==> config.mk <==
export PLATFORM = sky130hd
export DESIGN_NAME = or_event_counter
export DESIGN_NICKNAME = d
export VERILOG_FILES = /design/src/rtl/or_event_counter.sv
export SDC_FILE = /design/constraint.sdc
export NUM_CORES = 1
export LEC_CHECK = 0
export ABC_AREA = 1
export CAP_MARGIN = 30
export CORE_UTILIZATION = 40
export CTS_CLUSTER_DIAMETER = 40
export DETAILED_ROUTE_END_ITERATION = 10
export PLACE_DENSITY_LB_ADDON = 0.25
export SYNTH_ARGS = -nofsm -noshare
export SYNTH_HDL_FRONTEND = slang
export SYNTH_SLANG_ARGS = --single-unit
==> constraint.sdc <==
create_clock -name CLK -period 2.35 [get_ports CLK]
set_input_delay 0.3525 -clock CLK [delete_from_list [all_inputs] [get_ports CLK]]
set_output_delay 0.3525 -clock CLK [all_outputs]
set_load 0.05 [all_outputs]
==> src/rtl/or_event_counter.sv <==
// Synchronizes the async OR-gate output Z, detects its rising edges, and counts them with a threshold HIT pulse and a sticky OVF flag.
// Optional define OR_EVENT_CNT_SAT_EN selects a saturating counter; by default the counter wraps.
module or_event_counter #(
    parameter int unsigned WIDTH = 8
) (
    input  logic             CLK,
    input  logic             RST_N,
    input  logic             Z,
    input  logic             EN,
    input  logic             CLR,
    input  logic [WIDTH-1:0] THRESH,
    output logic             EDGE,
    output logic [WIDTH-1:0] COUNT,
    output logic             HIT,
    output logic             OVF
);

    logic             r_z_s1;
    logic             r_z_s2;
    logic             r_z_d;
    logic             r_edge;
    logic [WIDTH-1:0] r_count;
    logic             r_hit;
    logic             r_ovf;

    logic             w_rise;
    logic             w_inc;
    logic             w_at_max;
    logic [WIDTH-1:0] w_next_count;
    logic             w_hit_ok;

    assign w_rise   = r_z_s2 & ~r_z_d;
    assign w_inc    = w_rise & EN & ~CLR;
    assign w_at_max = (r_count == '1);

`ifdef OR_EVENT_CNT_SAT_EN
    // Held at all-ones while saturated; HIT must not re-fire on a held value.
    assign w_next_count = w_at_max ? r_count : r_count + WIDTH'(1);
    assign w_hit_ok     = ~w_at_max;
`else
    assign w_next_count = r_count + WIDTH'(1);
    assign w_hit_ok     = 1'b1;
`endif

    always_ff @(posedge CLK or negedge RST_N) begin
        if (!RST_N) begin
            r_z_s1  <= 1'b0;
            r_z_s2  <= 1'b0;
            r_z_d   <= 1'b0;
            r_edge  <= 1'b0;
            r_count <= '0;
            r_hit   <= 1'b0;
            r_ovf   <= 1'b0;
        end else begin
            r_z_s1 <= Z;
            r_z_s2 <= r_z_s1;
            r_z_d  <= r_z_s2;
            r_edge <= w_rise;
            if (CLR) begin
                r_count <= '0;
                r_ovf   <= 1'b0;
                r_hit   <= 1'b0;
            end else if (w_inc) begin
                r_count <= w_next_count;
                if (w_at_max) begin
                    r_ovf <= 1'b1;
                end
                r_hit <= w_hit_ok & (w_next_count == THRESH);
            end else begin
                r_hit <= 1'b0;
            end
        end
    end

    assign EDGE  = r_edge;
    assign COUNT = r_count;
    assign HIT   = r_hit;
    assign OVF   = r_ovf;

endmodule

Word-level counts from Yosys, hierarchy flattened
Cells that the tools add are included.
{ "word_totals": {"regBits": 14, "latchBits": 0, "ramBits": 0, "rom_bits": 0, "in_bits": 13, "out_inout_bits": 11, "elab_cells": 25, "memories": 0} }
{ "op_classes": {"addsub": 1, "n_mul": 0, "n_div": 0, "n_lt_le_gt_ge": 0, "n_eq_ne": 2, "n_shift": 0, "n_mux": 7, "bitwise_logic": 5, "reduce_logical": 3} }
{ "ops": {"columns": ["operator", "n"], "rows": [
  ["2-to-1 mux 8 bit", 2],
  ["adder 8 x 1 -> 8 bit (second input constant)", 1],
  ["equality test 8 bit", 1],
  ["equality test 8 bit (second input constant)", 1],
  ["2-to-1 mux 1 bit", 5],
  ["nonzero test 2 bit", 2],
  ["bitwise AND 1 bit", 3],
  ["inverter 1 bit", 2],
  ["AND reduction 2 bit", 1]
]} }

Depth between registers and ports, before layout
Gate-level depths: netlist (run 1).
{ "logic_depth": {"word_depth": 6, "mapped_depth": 10, "mapped_depth_nobuf": 10} }

Worst setup path after synthesis (run 1)
Ideal clock, no wire load.
{ "synth_path": {"kind": "reg-to-reg", "from": "reg r_count[0] (netlist: COUNT[0])", "to": "reg r_hit (netlist: HIT)", "setup_time_ps": 114, "arrival_ps": 1617, "required_time_ps": 2236, "slack_ps": 619, "stages_incl_launch_ff": 10, "n_path_buf": 0, "period_less_slack_ps": 1731, "path_cell_list": "dfrtp_1 ha_1 nand2_1 inv_1 nand3_1 and2_1 nor2_1 nor2_1 nand3_1 nor2_2"} }
{ "synth_via": {"elab_chain_cells": 4} }
{ "synth_lines": {"columns": ["item", "line_no", "text"], "rows": [
  ["start, declared", "22", "logic [WIDTH-1:0] r_count;"],
  ["start signal, assigned", "64", "r_count <= w_next_count;"],
  ["adder 8 x 1 -> 8 bit", "41", "assign w_next_count = r_count + WIDTH'(1);"],
  ["equality test 8 bit", "68", "r_hit <= w_hit_ok & (w_next_count == THRESH);"],
  ["2-to-1 mux 1 bit", "63", "end else if (w_inc) begin"],
  ["2-to-1 mux 1 bit", "59", "if (CLR) begin"],
  ["end signal, assigned", "68", null],
  ["end, declared", "23", "logic r_hit;"]
]} }
No other way between the ends.
A chain may end at the register's enable or synchronous reset.

Worst setup path after layout (run 1)
{ "layout_path": {"from": "reg r_count[0] (netlist: COUNT[0])", "to": "out COUNT[0]"} }
{ "layout_rtl": {"columns": ["item", "line_no", "text"], "rows": [
  ["end, declared", "13", "output logic [WIDTH-1:0] COUNT,"]
]} }
No word-level cell between the ends.

==> metrics, run 1 <==
outcome finished, final reports clean; worst setup path class flop to output port; Synth Area in Adders 1.60%; initial antenna violation count 0; Seq/Total Area, Yosys 44.9%; Layout Nets 143; First-pass DRT Iterations 4; slew margin rel. 57.4%; first-pass GRT wire length 2700 µm; crit path max fanout 6; grt ovf 0; worst path cell trace clkdlybuf4s50_1; RSZ-0062 raised after global routing no; CP max stage delay 840 ps; Die Y 46.2 µm; main combinational cell family by area after synthesis simple AND/OR/NAND/NOR gates; Reg2Reg Depth 8; r2r startpoint COUNT[0]; crit path time final 1940 ps; Placement Rows 15; Die X 46.2 µm; P_leak 0.498 nW; DRT iter0 DRCs 23; Mapped Cells 101; Routed wire per std cell 11.5 µm; post-DP HPWL 1330 µm; antenna-violating nets left 0; total negative slack 0 ps; Final Cycle Share 82.6%; Core Box Area 1780 µm²; IO Port Bufs 23; internal power 0.369 mW; hold path cells 0; Initial Utilization 43.8%; GPL Wtd Cong 0.818; PD cells 450 nW/µm²; number of global-route vias before repair 632; CTS buffer count 3; Peak VDD IR 0.327 mV; worst slew pin tran 637 ps; Worst Setup End Kind output port; combinational share of power 13.0%; Mapped Nets 115; worst hold path type flop to flop; post-CTS resize count 0; XOR/XNOR Fraction of Synth Area 3.21%; root buffer cell clkbuf_4; Sw Share 24.0%; Reg power frac 51.2%; FMAX 515 MHz; ratio of cells with drive above 1 in the final layout 10.9%; Reg2Reg Setup Slack 800 ps; delay-heaviest family, CP buffers and inverters; Via density 4.93; Clk pwr share 35.9%; r2r endpoint HIT; # diodes 0; Top Ports 24; CP arrival 1590 ps; Layout area overhead 38.1%; hold path start r_z_s1; Slowest cell on crit path clkdlybuf4s50_1; Crit path required time 2000 ps; Core Util, Final 60.5%; # DRC 0; die area 2130 µm²; largest net degree at the start of global routing 15; YS warnings 0; Final Max Tran Viols 0; crit path buf inv count 1; hold_buf cts 0; final setup violation count 0; clock-pin slew on the worst setup and hold paths 100 ps; total global-route track usage 18.2%; Fin. Hold Viols 0; Bufs on Longest Clock Path 2; CTS H-tree lvls 1; area of the mapped netlist 781 µm²; Final Skew 14.0 ps; CTS tree yes; MaxCap Viol Count 0; Post-CTS Setup Bufs 0; clock sinks 14; Psw 0.116 mW; startpoint types flop; fraction of the mapped netlist area in compound gates 8.33%; Synth Register Bits 14; Post-Synth Simple-Gate Area 33.3%; worst-skew pair later-pin latency 280 ps; synthesized area per cell 7.73 µm²; Total Wirelength 1750 µm; post-synthesis mux area share 0%; vias 754; worst hold endpoint r_z_s2; Synth cell types 19
## placed cells by master (no fill, tap or decap), types with 3 or more instances in the layout
master,instances
clkbuf_4,3
inv_1,16
clkdlybuf4s50_1,23
o22ai_1,6
dfrtp_1,14
o21ai_0,3
nand3_1,10
nor2_1,4
nor2_2,3
nand2_1,32
## per-layer routing
layer | routed length [µm] | part of all wire, % | vias up | GRT usage (%)
li1 | - | - | 377 | -
met1 | 796 | 45 | 346 | 24.6
met2 | 836 | 48 | 29 | 28.5
met3 | 109 | 6.2 | 2 | 3.53
met4 | 11 | 0.63 | 0 | 7.06
met5 | 0 | 0 | - | 0
## flip-flops by register name (all words and copies together) (netlist names)
| signal | count |
|---|---|
| COUNT | 8 |
| EDGE | 1 |
| r_z_s1 | 1 |
| HIT | 1 |
| r_z_d | 1 |
| r_z_s2 | 1 |
| OVF | 1 |
## how the worst max path moves through the flow
stage                  start  depth (start not counted)       end
floorplan           COUNT[0]                          9       HIT
global placement    COUNT[3]                          1  COUNT[3]
detailed placement  COUNT[3]                          1  COUNT[3]
CTS                 COUNT[0]                          1  COUNT[0]
global route        COUNT[0]                          1  COUNT[0]
finish              COUNT[0]                          1  COUNT[0]
## power groups by stage
| stage | Clock [mW] | Sequential (mW) | Combinational (mW) |
|---|---|---|---|
| 2_1_floorplan | 0 | 0.260 | 0.0195 |
| 3_3_place_gp | 0 | 0.253 | 0.0618 |
| 3_5_place_dp | 0 | 0.253 | 0.0635 |
| 4_1_cts | 0.176 | 0.248 | 0.0640 |
| 5_1_grt | 0.188 | 0.249 | 0.0687 |
| 6_report | 0.174 | 0.248 | 0.0628 |
## layout make-up
type / count / area (µm²)
multi-input cells: 69 / 363
flip-flops and latches: 14 / 350
fillers: 156 / 704
clock buffers: 4 / 36.3
repair buffers: 23 / 230
inverters: 18 / 67.6
well taps: 25 / 31.3
## through the flow
step	power (mW)	setup slack [ps]	std cells	hold slack (ps)	instance area, µm²
global placement	0.315	731	149	337	1040
floorplan	0.280	619	101	56.9	781
global route	0.506	367	153	363	1080
finish	0.485	409	153	354	1080
detailed placement	0.317	725	149	336	1040
CTS	0.488	407	153	355	1080
## logic make-up after synthesis
kind of cell,count (synthesis)
xor gates and xnor gates,2
DFF,14
and+or+nand+nor,55
AOI/OAI and AO/OA,11
buffers and inverters,18
adders and majority gates,1
## cell usage after synthesis
master | count | area share (%)
nand3b_1 | 1 | 0.96
inv_1 | 16 | 7.7
nor3_4 | 1 | 2.1
nor2_2 | 3 | 2.4
o21ai_0 | 3 | 1.9
ha_1 | 1 | 1.6
nand2_2 | 1 | 0.80
nand3_1 | 10 | 6.4
xor2_2 | 1 | 2.1
nand3_2 | 2 | 2.6
o31ai_1 | 1 | 0.96
nor2_1 | 4 | 1.9
nand2_1 | 32 | 15
o21ai_1 | 1 | 0.64
o22ai_1 | 6 | 4.8
dfrtp_1 | 14 | 45
and2_1 | 1 | 0.80
xnor2_1 | 1 | 1.1
inv_2 | 2 | 0.96
No activity file was read; power rests on OpenSTA's default activity.
==> run 2, diff against run 1 <==
==> constraint.sdc (replaced) <==
create_clock -name CLK -period 1.94 [get_ports CLK]
set_input_delay 0.291 -clock CLK [delete_from_list [all_inputs] [get_ports CLK]]
set_output_delay 0.291 -clock CLK [all_outputs]
set_load 0.05 [all_outputs]
==> metrics, run 2 (synthesis gave the netlist of run 1 again) <==
post-DP HPWL 1350 µm; global-route met2 utilization 32.1%; outcome finished, final reports clean; worst-skew pair later-pin latency 290 ps; CP max stage delay 840 ps; Crit path required time 1650 ps; Core Box Area 1780 µm²; CTS H-tree lvls 1; Clk pwr share 36.4%; crit path time final 1870 ps; ratio of cells with drive above 1 in the final layout 12.4%; Slowest cell on crit path clkdlybuf4s50_1; number of global-route vias before repair 687; root buffer cell clkbuf_4; r2r startpoint COUNT[0]; Reg2Reg Setup Slack 420 ps; DP Area 1050 µm²; Fin. Hold Viols 0; Initial Utilization 43.8%; worst setup path class flop to output port; combinational share of power 12.8%; RSZ-0062 raised after global routing no; clock sinks 14; grt ovf 0; crit path max fanout 6; hold_buf cts 0; P_leak 0.504 nW; IO Port Bufs 23; hold path cells 0; commonest non-fill, non-tap cell in the layout nand2_1; most frequent cells in the layout 32 x nand2_1, 22 x clkdlybuf4s50_1, 16 x inv_1; max FFs per register 8; Via density 4.92; post-CTS resize count 0; Final Skew 11.5 ps; Reg power frac 50.8%; die area 2130 µm²; startpoint types flop; Placement Rows 15; antenna-violating nets left 0; Layout Nets 144; slew margin rel. 55.9%; final setup violation count 0; largest net degree at the start of global routing 15; Total Wirelength 1810 µm; layer with the highest usage met2; r2r endpoint HIT; MaxCap Viol Count 0; CP arrival 1580 ps; Die Y 46.2 µm; # DRC 0; final instance area 1080 µm²; Worst Setup End Kind output port; worst hold path type flop to flop; Post-CTS Setup Bufs 0; worst slew pin tran 660 ps; Final Max Tran Viols 0; clock-pin slew on the worst setup and hold paths 80 ps; PD cells 547 nW/µm²; delay-heaviest family, CP buffers and inverters; DRT iter0 DRCs 30; Die X 46.2 µm; worst path cell trace clkdlybuf4s50_1; CTS tree yes; initial antenna violation count 0; total negative slack 0 ps; Reg2Reg Depth 8; hold path start r_z_s1; Final Cycle Share 96.4%; # diodes 0; GPL Wtd Cong 0.891; Peak VDD IR 0.339 mV; met3 usage 5.10%; met1 usage 25.9%; Top Ports 24; Sw Share 24.5%; total global-route track usage 20.3%; Psw 0.145 mW; FMAX 535 MHz; crit path buf inv count 1; Layout area overhead 38.8%; Routed wire per std cell 11.7 µm; First-pass DRT Iterations 4; vias 758; Bufs on Longest Clock Path 2; total power 0.592 mW; internal power 0.447 mW; worst hold endpoint r_z_s2; first-pass GRT wire length 2990 µm; CTS buffer count 3
[run 2: metal layers]
metal	up-vias	part of all wire [%]
li1	382	-
met4	0	2.4
met1	333	47
met2	38	45
met5	-	0
met3	5	5.3
[run 2: how the worst max path moves through the flow]
stage | startpoint | to | cells after the start
3_5_place_dp | COUNT[3] | COUNT[3] | 1
5_1_grt | COUNT[3] | COUNT[3] | 1
3_3_place_gp | COUNT[3] | COUNT[3] | 1
2_1_floorplan | COUNT[0] | HIT | 9
6_report | COUNT[3] | COUNT[3] | 1
4_1_cts | COUNT[3] | COUNT[3] | 1
[run 2: power groups by stage]
stage                     registers, mW  logic [mW]  clock network [mW]
final                             0.301      0.0760               0.216
after global routing              0.302      0.0837               0.235
after CTS                         0.301      0.0766               0.225
after detailed placement          0.307      0.0761                   0
after global placement            0.306      0.0757                   0
after floorplan                   0.315      0.0236                   0
[run 2: per-stage QoR]
step,cells,setup WS (ps),hold slack (ps),util [%]
2_1_floorplan,101,209,-4.59,-
3_5_place_dp,150,375,339,58.7
5_1_grt,154,5.79,363,60.8
6_report,154,70.2,355,60.8
3_3_place_gp,150,372,338,58.7
4_1_cts,154,56.5,359,60.8
[run 2: area by class of cell]
type                            instances  area, µm²
Clock buffer                            4       36.3
Timing Repair Buffer                   24        235
Sequential cell                        14        350
Tap cell                               25       31.3
Inverter                               18       67.6
Multi-Input combinational cell         69        363
Fill cell                             146        699
